## src/rtl/stream_pkt_fifo.sv

```systemverilog
`default_nettype none
// +----------------------------------------------------------------------+
// | stream_pkt_fifo : per-output packet FIFO with a FWFT valid/ready out  |
// | STREAM_PKT_FIFO_STORE_FWD_EN selects store-and-forward (default: cut) |
// | Rev 1.0                                                               |
// +----------------------------------------------------------------------+
module stream_pkt_fifo #(
   parameter int  T_DATA_WIDTH = 8,
   parameter int  T_ID_WIDTH   = 1,
   parameter int  DEPTH        = 8,
   localparam int CNT_WIDTH    = $clog2(DEPTH + 1)
) (
   input  logic                    clk,
   input  logic                    rst_n,
   input  logic [T_DATA_WIDTH-1:0] s_data_i,
   input  logic [T_ID_WIDTH-1:0]   s_id_i,
   input  logic                    s_last_i,
   input  logic                    s_valid_i,
   output logic                    s_ready_o,
   output logic [T_DATA_WIDTH-1:0] m_data_o,
   output logic [T_ID_WIDTH-1:0]   m_id_o,
   output logic                    m_last_o,
   output logic                    m_valid_o,
   input  logic                    m_ready_i,
   output logic [CNT_WIDTH-1:0]    level_o,
   output logic [CNT_WIDTH-1:0]    pkt_cnt_o
);
   localparam int PTR_WIDTH   = $clog2(DEPTH);
   localparam int ENTRY_WIDTH = T_ID_WIDTH + 1 + T_DATA_WIDTH;

   logic [ENTRY_WIDTH-1:0] mem_q [DEPTH];
   logic [PTR_WIDTH-1:0]   wr_ptr_q, wr_ptr_d;
   logic [PTR_WIDTH-1:0]   rd_ptr_q, rd_ptr_d;
   logic [CNT_WIDTH-1:0]   level_q, level_d;
   logic [CNT_WIDTH-1:0]   pkt_cnt_q, pkt_cnt_d;
   logic                   push, pop, full, empty;

   assign full      = (level_q == CNT_WIDTH'(DEPTH));
   assign empty     = (level_q == '0);
   assign s_ready_o = !full;
   assign push      = s_valid_i && s_ready_o;
   assign pop       = m_valid_o && m_ready_i;
   assign level_o   = level_q;
   assign pkt_cnt_o = pkt_cnt_q;

   // Head entry falls through directly; it cannot change until rd_ptr moves.
   assign {m_id_o, m_last_o, m_data_o} = mem_q[rd_ptr_q];

`ifdef STREAM_PKT_FIFO_STORE_FWD_EN
   logic in_pkt_q, in_pkt_d;

   // The full escape lets an oversize packet drain; in_pkt keeps it flowing once started.
   assign m_valid_o = !empty && ((pkt_cnt_q != '0) || full || in_pkt_q);

   always_comb begin
      in_pkt_d = in_pkt_q;
      if (pop) in_pkt_d = !m_last_o;
   end

   always_ff @(posedge clk or negedge rst_n) begin
      if (!rst_n) in_pkt_q <= 1'b0;
      else        in_pkt_q <= in_pkt_d;
   end
`else
   assign m_valid_o = !empty;
`endif

   always_comb begin
      wr_ptr_d  = wr_ptr_q;
      rd_ptr_d  = rd_ptr_q;
      level_d   = level_q;
      pkt_cnt_d = pkt_cnt_q;
      if (push) wr_ptr_d = wr_ptr_q + PTR_WIDTH'(1);
      if (pop)  rd_ptr_d = rd_ptr_q + PTR_WIDTH'(1);
      case ({push, pop})
         2'b10:   level_d = level_q + CNT_WIDTH'(1);
         2'b01:   level_d = level_q - CNT_WIDTH'(1);
         default: level_d = level_q;
      endcase
      case ({push && s_last_i, pop && m_last_o})
         2'b10:   pkt_cnt_d = pkt_cnt_q + CNT_WIDTH'(1);
         2'b01:   pkt_cnt_d = pkt_cnt_q - CNT_WIDTH'(1);
         default: pkt_cnt_d = pkt_cnt_q;
      endcase
   end

   always_ff @(posedge clk or negedge rst_n) begin
      if (!rst_n) begin
         wr_ptr_q  <= '0;
         rd_ptr_q  <= '0;
         level_q   <= '0;
         pkt_cnt_q <= '0;
      end else begin
         wr_ptr_q  <= wr_ptr_d;
         rd_ptr_q  <= rd_ptr_d;
         level_q   <= level_d;
         pkt_cnt_q <= pkt_cnt_d;
      end
   end

   // Storage needs no reset: stale entries are never visible with level at zero.
   always_ff @(posedge clk) begin
      if (push) mem_q[wr_ptr_q] <= {s_id_i, s_last_i, s_data_i};
   end
endmodule
`default_nettype wire
```

## config.mk

```make
export PLATFORM = sky130hd
export DESIGN_NAME = stream_pkt_fifo
export DESIGN_NICKNAME = d
export VERILOG_FILES = /design/src/rtl/stream_pkt_fifo.sv
export SDC_FILE = /design/constraint.sdc
export NUM_CORES = 1
export LEC_CHECK = 0
export ABC_AREA = 1
export CORE_ASPECT_RATIO = 1.5
export CORE_MARGIN = 4
export CORE_UTILIZATION = 58
export DETAILED_ROUTE_END_ITERATION = 12
export GPL_TIMING_DRIVEN = 0
export PLACE_DENSITY = 0.88
export SYNTH_ARGS = -nofsm -noshare
export SYNTH_HDL_FRONTEND = slang
export SYNTH_SLANG_ARGS = --single-unit
```

## constraint.sdc

```tcl
create_clock -name clk -period 2.35 [get_ports clk]
set_clock_uncertainty 0.05 [all_clocks]
set_input_delay 0.47 -clock clk [delete_from_list [all_inputs] [get_ports clk]]
set_output_delay 0.47 -clock clk [all_outputs]
set_load 0.1 [all_outputs]
```

==> results.toml <==
[run_status]
run_status = "finished, final reports clean"

[placed_design]
cell_count_after_placement = 499
dp_hpwl_um = 6200
numPortBuffers = 33
routabilityCongestion = 0.813

[synthesis]
synth_nets = 412
ys_dominant_reg_cell = "edfxtp_1"
syn-cell-area_um2 = 4160
synth_warnings = 0
synth_seq_cells = 94
synth.avg_cell_area_um2 = 10.7
synth-async-reset-ratio_pct = 14.9
synth-edff-count = 80
synth_sequential_area_ratio_pct = 66.1
ys_types = 23
synthCells = 388

[global_routing]
grt_first_pass_wirelength_um = 14800
grt_antenna_before_repair = 0
global_route_total_overflow = 0
grt_start_max_net_pins = 15
globalRouteTotalUtil_pct = 23.0
grt_pass1_vias = 2977

[critical_path]
critical_path.startpoint_type = "flip-flop"
rr_worst_depth = 14
critical_path_class = "reg2out"
timing.critical_path.fanout_max = 10
worst_ep_arrival_time_ps = 1750
timing.reg2reg.setup_slack_ps = 120
worstSetupEndpointType = "primary output"
r2r_start = "rd_ptr_q[0]$_DFFE_PN0P_"
worst-endpoint-required_ps = 1830
rr_endpoint = "pkt_cnt_o[3]$_DFFE_PN0P_"

[floorplanning]
start_util_pct = 60.0
dieArea_um2 = 8630
design.portCount = 34
die_height_um = 112
die_width_um = 77.2
rows = 37
coreArea_um2 = 6940

[finish]
flow.area_growth_from_synthesis_pct = 18.1
num_antenna_cells = 0
multi_input_comb_area_um2 = 1290
final-instance-count-excl-fill = 516
final-seq-area_um2 = 2770
filler_cell_count = 475
final_layout_size_suffix_gt1_share_pct = 16.0
finalNetCount = 457

[route]
drtIter0Drc = 283
via_count = 2901
antenna_violating_nets_remaining = 0
avgViaCountPerCell = 5.62
drcViolationCount = 0
routed_wire_length_per_instance_um = 18.4
wirelength_um = 9470
drt_pass1_iterations = 5

[cts]
clk-insertion-delay-late_ps = 350
clock_tree_from_tritoncts = "yes"
clkSlewWorstSetupHoldPaths_ps = 80
cts_inserted_buffers = 9
clock_sink_count = 94
h_tree_level_count = 3
cts.path.max_buffers = 2
clock_root_buffer_master = "clkbuf_8"
number_of_buffers_added_to_fix_hold_violations_after_cts = 0

[timing]
relSlewSlack_pct = 35.7
finalCriticalPeriod_ps = 2270
hold-worst-slack_ps = 455
worst_pin_slew_ps = 969
report.final.setup_viol = 0
slew_violations = 0
finalCritPeriodShare_pct = 96.5
fmax_mhz = 441
timing.final.hold_violations = 0

[flow_run]
cap_viol_max_count = 0

[hold_path]
worstHoldPathType = "in2async"
placed cells by master, fill, tap and decap left out, types with 9 or more instances in the layout:
cell / Yosys / routed
nand3_1: 15 / 14
o21ai_1: 29 / 30
buf_6: 8 / 14
inv_1: 26 / 26
edfxtp_1: 80 / 80
dfrtp_1: 14 / 10
nand2_1: 87 / 85
clkdlybuf4s50_1: 0 / 13
nor2_2: 6 / 10
nor2_1: 78 / 73
clkbuf_8: 0 / 9
o21ai_0: 15 / 14
registers in the layout, indices dropped and copies added (netlist names):
signal / flops
wr_ptr_q: 3
level_o: 4
pkt_cnt_o: 4
rd_ptr_q: 3
mem_q: 80
stage by stage:
stage / worst slack [ps] / util, % / setup TNS, ps / cell area [µm²]
CTS: 21.9 / 69.5 / 0 / 4830
global placement: -470 / 67.7 / -11550 / 4700
floorplan: -102 / - / -370 / 4280
detailed placement: -531 / 67.7 / -16830 / 4700
finish: 83.0 / 70.8 / 0 / 4920
global route: -9.96 / 70.8 / -14.7 / 4920
layout make-up:
type | count | share of cell area, %
clock inverter | 3 | 0.280
buffer | 15 | 2.65
sequential | 94 | 56.2
timing repair buffer | 34 | 7.48
multi-input combinational | 250 | 26.2
clock buffer | 13 | 2.83
tap | 78 | 1.99
inverter | 29 | 2.37
critical path, stage by stage, from the launching register on:
cell	delay [ps]
dfrtp_1	380
buf_6	150
buf_6	160
nor2_1	60
nor2_1	110
o21ai_1	90
nand2_1	80
nand2_1	50
nand2_1	130
buf_12	190
metal layers:
layer / routed length [µm] / track usage, % / up-vias
met5: 0 / 0 / -
met4: 260 / 9.50 / 0
met3: 645 / 5.83 / 24
met2: 5110 / 41.5 / 137
met1: 3450 / 25.4 / 1370
li1: - / - / 1370
how the worst max path moves through the flow:
stage | startpoint | endpoint | slack (ps) | cells past startpoint
detailed placement | rd_ptr_q[0]$_DFFE_PN0P_ | m_data_o[3] | -530 | 8
floorplan | level_o[0]$_DFFE_PN0P_ | pkt_cnt_o[1]$_DFFE_PN0P_ | -100 | 9
finish | rd_ptr_q[0]$_DFFE_PN0P_ | m_data_o[6] | 80 | 9
global placement | rd_ptr_q[0]$_DFFE_PN0P_ | m_data_o[2] | -470 | 8
global route | rd_ptr_q[0]$_DFFE_PN0P_ | m_data_o[7] | -10 | 9
CTS | rd_ptr_q[0]$_DFFE_PN0P_ | m_data_o[5] | 20 | 8
what timing repair did:
action	CTS	global route
cloned	0	0
gates resized for setup	77	24
buffers inserted	0	1
setup endpoints to repair	20	36
cells in the mapped netlist, types with 3 or more instances:
cell / number / area (µm²)
buf_2: 4 / 20.0
nor2_2: 6 / 37.5
ha_1: 8 / 100
nand3_1: 15 / 75.1
o21ai_0: 15 / 75.1
nor2_1: 78 / 293
buf_6: 8 / 90.1
o21ai_1: 29 / 145
edfxtp_1: 80 / 2400
inv_1: 26 / 97.6
dfrtp_1: 14 / 350
xor2_1: 3 / 26.3
nand2_1: 87 / 327
cell families (layout without fill, tap and decap cells):
logic type / after synthesis / count (layout) / synth area share (%)
XOR/XNOR: 5 / 5 / 1.05
buffers and inverters: 44 / 94 / 5.59
adder cells (fa/ha/maj): 10 / 10 / 3.37
AO/OA/AOI/OAI: 44 / 44 / 5.29
AND/OR/NAND/NOR: 191 / 191 / 18.6
flip-flops: 94 / 94 / 66.1
Power is left out: the tool's default activity adds up to more than one toggle a clock period on the data nets, which glitch-free logic cannot reach.
